--- src/rtl/riscv_pkg.sv ---
// Shared RISC-V core types: the fetch buffer entry and the canonical NOP encoding.
package riscv_pkg;

  localparam int          XLEN     = 32;
  localparam logic [31:0] NOP_INST = 32'h0000_0013;

  typedef struct packed {
    logic [XLEN-1:0] pc;
    logic [31:0]     inst;
  } fetch_entry_t;

endpackage

--- src/rtl/fetch_fifo.sv ---
// Synchronous FIFO of fetch_entry_t with flush; DEPTH must be a power of two.
module fetch_fifo
  import riscv_pkg::*;
#(
  parameter  int DEPTH = 4,
  localparam int AW    = $clog2(DEPTH),
  localparam int CW    = AW + 1
) (
  input  logic         clk,
  input  logic         rst_n,
  input  logic         flush_i,
  input  logic         push_i,
  input  logic         pop_i,
  input  fetch_entry_t wr_data_i,
  output fetch_entry_t rd_data_o,
  output logic [CW-1:0] count_o
);

  fetch_entry_t  mem_q [DEPTH];
  logic [AW-1:0] wr_ptr_q;
  logic [AW-1:0] rd_ptr_q;
  logic [CW-1:0] count_q;
  logic          do_pop;

  assign do_pop = pop_i && (count_q != '0);

  // NOTE: sequential state uses <= so every register samples pre-edge values.
  always_ff @(posedge clk or negedge rst_n) begin
    if (!rst_n) begin
      wr_ptr_q <= '0;
      rd_ptr_q <= '0;
      count_q  <= '0;
    end else if (flush_i) begin
      wr_ptr_q <= '0;
      rd_ptr_q <= '0;
      count_q  <= '0;
    end else begin
      if (push_i) wr_ptr_q <= wr_ptr_q + AW'(1);
      if (do_pop) rd_ptr_q <= rd_ptr_q + AW'(1);
      count_q <= count_q + CW'(push_i) - CW'(do_pop);
    end
  end

  // NOTE: storage is not reset; count_q gates whether any entry is meaningful.
  always_ff @(posedge clk) begin
    if (push_i && !flush_i) mem_q[wr_ptr_q] <= wr_data_i;
  end

  assign rd_data_o = mem_q[rd_ptr_q];
  assign count_o   = count_q;

endmodule

--- src/rtl/fetch_unit.sv ---
// Instruction fetch stage: PC, credit-limited imem requests, in-order response buffer.
// Optional FETCH_PERF_EN adds perf_fetched / perf_stall counters.
module fetch_unit
  import riscv_pkg::*;
#(
  parameter int              XLEN       = riscv_pkg::XLEN,
  parameter int              FIFO_DEPTH = 4,
  parameter logic [XLEN-1:0] RESET_PC   = '0
) (
  input  logic            clk,
  input  logic            reset,
  output logic            imem_req_valid,
  input  logic            imem_req_ready,
  output logic [XLEN-1:0] imem_req_addr,
  input  logic            imem_rsp_valid,
  input  logic [31:0]     imem_rsp_data,
  input  logic            redirect_valid,
  input  logic [XLEN-1:0] redirect_pc,
`ifdef FETCH_PERF_EN
  output logic [31:0]     perf_fetched,
  output logic [31:0]     perf_stall,
`endif
  output logic            inst_valid,
  input  logic            inst_ready,
  output logic [31:0]     inst,
  output logic [XLEN-1:0] inst_pc
);

  localparam int CW = $clog2(FIFO_DEPTH) + 1;

  logic [XLEN-1:0] pc_q, pc_d;
  logic [CW-1:0]   drop_q, drop_d;
  logic [CW-1:0]   out_cnt;
  logic [CW-1:0]   buf_cnt;
  fetch_entry_t    pcq_wr, pcq_head;
  fetch_entry_t    buf_wr, buf_head;
  logic            credit_ok;
  logic            req_fire;
  logic            rsp_keep;
  logic            unused_bits;

  // Outstanding requests plus buffered entries never exceed the buffer depth,
  // so every response has a guaranteed slot.
  assign credit_ok      = ({1'b0, out_cnt} + {1'b0, buf_cnt}) < (CW+1)'(FIFO_DEPTH);
  assign imem_req_valid = reset && !redirect_valid && credit_ok;
  assign imem_req_addr  = pc_q;
  assign req_fire       = imem_req_valid && imem_req_ready;
  assign rsp_keep       = imem_rsp_valid && !redirect_valid && (drop_q == '0);

  // NOTE: defaults first so no path through the block leaves a latch behind.
  always_comb begin
    pc_d   = pc_q;
    drop_d = drop_q;
    if (redirect_valid) begin
      pc_d   = {redirect_pc[XLEN-1:2], 2'b00};
      drop_d = out_cnt - CW'(imem_rsp_valid);
    end else begin
      if (req_fire) pc_d = pc_q + XLEN'(4);
      if (imem_rsp_valid && (drop_q != '0)) drop_d = drop_q - CW'(1);
    end
  end

  always_ff @(posedge clk or negedge reset) begin
    if (!reset) begin
      pc_q   <= RESET_PC;
      drop_q <= '0;
    end else begin
      pc_q   <= pc_d;
      drop_q <= drop_d;
    end
  end

  // The in-flight queue is never flushed: its occupancy is the outstanding
  // count, and each response (kept or dropped) retires its head.
  assign pcq_wr = '{pc: pc_q, inst: NOP_INST};

  fetch_fifo #(.DEPTH(FIFO_DEPTH)) u_pc_queue (
    .clk       (clk),
    .rst_n     (reset),
    .flush_i   (1'b0),
    .push_i    (req_fire),
    .pop_i     (imem_rsp_valid),
    .wr_data_i (pcq_wr),
    .rd_data_o (pcq_head),
    .count_o   (out_cnt)
  );

  assign buf_wr = '{pc: pcq_head.pc, inst: imem_rsp_data};

  fetch_fifo #(.DEPTH(FIFO_DEPTH)) u_inst_buf (
    .clk       (clk),
    .rst_n     (reset),
    .flush_i   (redirect_valid),
    .push_i    (rsp_keep),
    .pop_i     (inst_ready),
    .wr_data_i (buf_wr),
    .rd_data_o (buf_head),
    .count_o   (buf_cnt)
  );

  assign inst_valid  = (buf_cnt != '0);
  assign inst        = inst_valid ? buf_head.inst : '0;
  assign inst_pc     = inst_valid ? buf_head.pc   : '0;
  assign unused_bits = ^{pcq_head.inst, redirect_pc[1:0]};

`ifdef FETCH_PERF_EN
  logic [31:0] fetched_q;
  logic [31:0] stall_q;

  always_ff @(posedge clk or negedge reset) begin
    if (!reset) begin
      fetched_q <= '0;
      stall_q   <= '0;
    end else begin
      if (inst_valid && inst_ready && !redirect_valid) fetched_q <= fetched_q + 32'd1;
      if (inst_ready && !inst_valid)                   stall_q   <= stall_q + 32'd1;
    end
  end

  assign perf_fetched = fetched_q;
  assign perf_stall   = stall_q;
`endif

endmodule

--- config.mk ---
export PLATFORM = sky130hd
export DESIGN_NAME = fetch_unit
export DESIGN_NICKNAME = d
export VERILOG_FILES = /design/src/rtl/riscv_pkg.sv /design/src/rtl/fetch_fifo.sv /design/src/rtl/fetch_unit.sv
export SDC_FILE = /design/constraint.sdc
export NUM_CORES = 1
export LEC_CHECK = 0
export ABC_AREA = 1
export CAP_MARGIN = 20
export CORE_MARGIN = 10
export CORE_UTILIZATION = 35
export CTS_BUF_LIST = sky130_fd_sc_hd__clkbuf_16
export DETAILED_ROUTE_END_ITERATION = 6
export SKIP_CTS_REPAIR_TIMING = 1
export SLEW_MARGIN = 30
export SYNTH_ARGS = -nofsm -noshare
export SYNTH_HDL_FRONTEND = slang
export SYNTH_HIERARCHICAL = 1
export SYNTH_SLANG_ARGS = --single-unit
--- constraint.sdc ---
create_clock -name clk -period 5.7 [get_ports clk]
set_clock_uncertainty 0.2 [all_clocks]
set_input_delay 0.855 -clock clk [delete_from_list [all_inputs] [get_ports clk]]
set_output_delay 0.855 -clock clk [all_outputs]
set_load 0.01 [all_outputs]
==> flow_summary.ini, run 1 <==
[run_status]
status = completed

[timing]
drv_slew = 0
setup_viol = 0
finalHoldViolCount = 0
hold_slack_ps = 258
min_period_ps = 4580
fin_ws_ps = 1120
fmax_mhz = 218
relSlewSlack = 0.423
period_share = 0.804
rsz0062_at_grt = false
tns_ps = 0
worst_pin_slew_ps = 865

[global_route]
grt_start_max_net_pins = 96
grt_usage = 0.136
overflow = 0
grt_pass1_vias = 11900
antenna_found_initial = 0
grt_pass1_wl_um = 67700

[route]
firstDrtPassIters = 5
wl_per_cell_um = 17.6
drc = 0
viasPerCell = 4.88
initialDrtViolationCount = 961
vias = 12100
wl_um = 43400
final_antenna_net_count = 0

[critical_path]
cp-end-kind = output port
path_max_fanout = 81
arrival_ps = 3530
rrSetupSlack_ps = 2810
crit_type = reg -> out
r2r_start = u_pc_queue/count_o[2]$_DFF_PN0_
worst_r2r_endpoint = u_pc_queue/mem_q[3][34]$_DFFE_PP_
r2r_cells = 8
cp.required_ps = 4640
start_kind = register

[clock_network]
cts_inserted_buffers = 46
clkLatencyLatePin_ps = 570
htreeDepth = 2
cts_root_buffer = clkbuf_16
cts_tree = yes
clockBufferDepth = 3
cts.sinks = 431
clk_pin_slew_ps = 60

[floorplan]
die_x_um = 249
dieArea_mm2 = 0.0620
initial_core_util = 0.355
boundaryPins = 168
die_y_um = 249
rows = 83
core_mm2 = 0.0516

[power]
power_density_mw_per_mm2 = 435
power.internal_uw = 6540
p_seq_frac = 0.413
clock_power_share = 0.302
ir_worst_vdd_mv = 0.204
p_leak_uw = 0.00807
switchingPower_uw = 3020
swShare = 0.316
comb_power_share = 0.285

[synthesis]
yosysWarnings = 6
synth_area_mm2 = 0.0183
synthCells = 1604
synth.avg_cell_area_um2 = 11.4

[hold_path]
holdCritPathClass = in -> async

[layout]
nFillCells = 4844
antenna_cells = 0
multi_input_area_mm2 = 0.00462
fin_cells = 2474
area_growth_pct = 19.9
drive_above_1_share = 0.0736
nets = 1850
seq_area_mm2 = 0.0127

[placed_design]
placed_cells = 2391
io_buffer_count = 163
gp_congestion = 0.780
dp_hpwl_um = 25700
pre_cts_ws_ps = 1710

[flow_run]
maxCapViolCount = 0
[worst max-delay path, stage by stage (launching register included)]
cell and delay [ps]:
dfrtp_4 780, buf_4 750, o21ai_0 200, o22ai_1 190, inv_1 60, nor2_1 300, clkdlybuf4s50_1 620
[final cells by class]
| type | instances | share of cell area |
|---|---|---|
| clock buffers | 49 | 0.0557 |
| inverters | 145 | 0.0251 |
| repair buffers | 183 | 0.0812 |
| clock inverters | 34 | 0.0114 |
| well taps | 680 | 0.0387 |
| multi-input cells | 952 | 0.210 |
| flip-flops and latches | 431 | 0.578 |
[metal layers]
metal,wire (µm),vias to the layer above,part of all wire,GRT usage
li1,-,5839,-,-
met1,20200,5868,0.46,0.184
met5,0,-,0,0
met2,20000,307,0.46,0.216
met4,805,0,0.019,0.0389
met3,2420,51,0.056,0.0272
[power by group through the flow]
stage	Combinational [µW]	Clock (µW)	Sequential [µW]
after floorplan	1650	0	3900
after global placement	2750	0	4000
after detailed placement	2790	0	4010
after CTS	2800	2960	3950
after global routing	3050	3100	3980
final	2730	2890	3950
[how the worst max path moves through the flow]
stage                                            start                                to  slack, ps  cells after the start
detailed placement  u_inst_buf/rd_ptr_q[0]$_DFFE_PN0P_                       inst_pc[13]       1710                      6
floorplan                               redirect_valid  u_inst_buf/mem_q[0][0]$_DFFE_PP_        640                      7
global placement    u_inst_buf/rd_ptr_q[0]$_DFFE_PN0P_                          inst[17]       1580                      7
finish              u_inst_buf/rd_ptr_q[0]$_DFFE_PN0P_                       inst_pc[16]       1120                      6
CTS                 u_inst_buf/rd_ptr_q[0]$_DFFE_PN0P_                       inst_pc[21]       1090                      6
global route        u_inst_buf/rd_ptr_q[0]$_DFFE_PN0P_                       inst_pc[13]        840                      6
[sequential cells by signal, summed over array words and instances, names as in the netlist, 3 cells and up]
name                cells
u_inst_buf/mem_q      256
u_pc_queue/mem_q      128
drop_q                  3
u_inst_buf/count_o      3
imem_req_addr          30
u_pc_queue/count_o      3
[through the flow]
stage	utilization	power [µW]	area (µm²)
3_3_place_gp	0.397	6750	20500
5_1_grt	0.426	10100	22000
3_5_place_dp	0.398	6810	20500
6_report	0.426	9570	22000
2_1_floorplan	-	5560	18400
4_1_cts	0.426	9710	22000
[cell usage in the layout, fill, tap and decap left out, types with 2 or more instances in the layout]
master and n:
buf_2 2, buf_4 16, buf_6 4, bufinv_16 4, clkbuf_16 49, clkdlybuf4s50_1 161
clkinv_1 13, clkinv_2 8, clkinvlp_4 2, conb_1 14, dfrtp_1 45, edfxtp_1 384
fa_1 2, ha_1 19, inv_1 149, nand2_1 189, nand2_2 2, nand3_1 76
nand4_1 5, nor2_1 303, nor2_2 18, nor2_4 4, o21ai_0 121, o21ai_1 79
o21ai_2 2, o21bai_1 7, o22ai_1 86, o22ai_2 10, or2_2 4, xnor2_1 3
xor2_1 4
Power figures use the tool's default switching activity.
==> run 2: changes to the inputs <==
- clock period: 5.7 -> 4 ns (I/O delays scaled with it)
==> run 2 against run 1 <==
Combinational power rose by 49%; register-to-register slack got worse by 1500 ps; routed wire length increased by 0.45%; highest routed layer unchanged.
==> flow_summary.ini, run 2 (synthesized netlist as in run 1, its figures left out) <==
[run_status]
status = completed

[power]
p_seq_frac = 0.411
power.internal_uw = 9170
swShare = 0.320
power_density_mw_per_mm2 = 612
clock_power_share = 0.288
switchingPower_uw = 4320
ir_worst_vdd_mv = 0.322
comb_power_share = 0.301
p_leak_uw = 0.00811

[global_route]
grt_pass1_wl_um = 68000
grt_pass1_vias = 11900
overflow = 0
grt_usage = 0.135
groute.layer.met2.usage = 0.219
busiest_layer = met2
grt_start_max_net_pins = 132
met3_usage = 0.0233
use_met1 = 0.184
antenna_found_initial = 0

[timing]
hold_slack_ps = 8.78
fin_ws_ps = 369
drv_slew = 0
period_share = 0.908
setup_viol = 0
finalHoldViolCount = 0
worst_pin_slew_ps = 747
fmax_mhz = 275
relSlewSlack = 0.502
min_period_ps = 3630
rsz0062_at_grt = false

[route]
initialDrtViolationCount = 937
firstDrtPassIters = 4
viasPerCell = 4.90
drc = 0
vias = 12100
wl_per_cell_um = 17.6
wl_um = 43600
final_antenna_net_count = 0

[critical_path]
cp-end-kind = output port
cp_common_cell = nor2_1
start_kind = register
critical_path.cell_chain = inv_4 > buf_12 > nor2_1 > o22ai_1 > inv_1 > nor2_1 > clkdlybuf4s50_1
path_max_fanout = 50
max_stage_delay_ps = 650
crit_type = reg -> out
arrival_ps = 2830
critical_path.top_delay_family = buffers and inverters
crit_slowest_cell = clkdlybuf4s50_1
cp.required_ps = 3200
critPathBufInv = 4

[floorplan]
dieArea_mm2 = 0.0620
die_x_um = 249
initial_core_util = 0.355
die_y_um = 249
rows = 83
boundaryPins = 168
core_mm2 = 0.0516

[placed_design]
pre_cts_ws_ps = 924
gp_congestion = 0.767
io_buffer_count = 163
placed_cells = 2397
dp_hpwl_um = 26100

[layout]
final_common_cell = edfxtp_1
nets = 1855
fin_cells = 2479
area_growth_pct = 20.2
antenna_cells = 0
drive_above_1_share = 0.0739
final_core_util = 0.427
regMostFlops = u_inst_buf/mem_q
mostFrequentLayoutCells = edfxtp_1, nor2_1, nand2_1
largest_register_ffs = 256

[clock_network]
htreeDepth = 2
cts.sinks = 431
cts_root_buffer = clkbuf_16
cts_tree = yes
clkLatencyLatePin_ps = 550
clockBufferDepth = 3
clk_pin_slew_ps = 60
cts_inserted_buffers = 45

[hold_path]
holdCritPathClass = in -> async

[flow_run]
maxCapViolCount = 0
[run 2: cell count changes in the layout (fill, tap and decap cells not counted), moves of 2 or more]
cell,change
buf_6,-4
buf_12,+10
clkbuf_16,-2
inv_1,+5
bufinv_16,-2
[run 2: power groups by stage]
stage / registers [µW] / clock network (µW) / logic (µW)
2_1_floorplan: 5560 / 0 / 2360
3_3_place_gp: 5630 / 0 / 4070
5_1_grt: 5580 / 4170 / 4520
3_5_place_dp: 5640 / 0 / 4150
4_1_cts: 5550 / 3990 / 4160
6_report: 5550 / 3890 / 4060
[run 2: final timing paths]
path                                                          from                                 end  depth (start not counted)  slack, ps
worst max-delay path            u_inst_buf/rd_ptr_q[0]$_DFFE_PN0P_                         inst_pc[17]                          7        370
worst min-delay path                                         reset       imem_req_addr[27]$_DFFE_PN0P_                          2          9
worst max register to register     u_inst_buf/count_o[2]$_DFF_PN0_   u_pc_queue/mem_q[0][35]$_DFFE_PP_                          7       1360
worst min register to register               drop_q[1]$_DFFE_PN0P_               drop_q[1]$_DFFE_PN0P_                          2        370
max in group asynchronous                                    reset  u_inst_buf/rd_ptr_q[0]$_DFFE_PN0P_                          2       3100
min in group clk                                    redirect_valid     u_inst_buf/count_o[0]$_DFF_PN0_                          2        160
[run 2: layout make-up]
type                            count  area, µm²
Multi-Input combinational cell    952       4620
Sequential cell                   431      12700
Clock buffer                       47       1180
Tap cell                          680        851
Inverter                          145        549
Fill cell                        4882      29600
Clock inverter                     35        201
Timing Repair Buffer              189       1940
[run 2: worst register-to-register path, cell delays in order, from the launching register on]
cell	delay, ps
dfrtp_1	440
ha_1	310
nor2_2	110
nand2_2	90
nor3_4	400
nand2_1	260
nor2_2	160
buf_4	340
[run 2: metal layers]
metal,part of all wire,routed length [µm]
met5,0,0
met3,0.048,2100
met2,0.47,20400
met4,0.017,747
met1,0.47,20300
[run 2: metrics by stage]
step                total power [µW]  TNS [ps]  area (µm²)
floorplan                       7920   -206700       18400
global placement                9700         0       20700
detailed placement              9790         0       20700
CTS                            13700         0       22100
global route                   14300         0       22100
finish                         13500         0       22100
==> run 3: changes to the inputs <==
- SLEW_MARGIN: 30 -> default
==> results of run 3 <==
No change in the layout: final DEF, timing and power equal those of run 2.
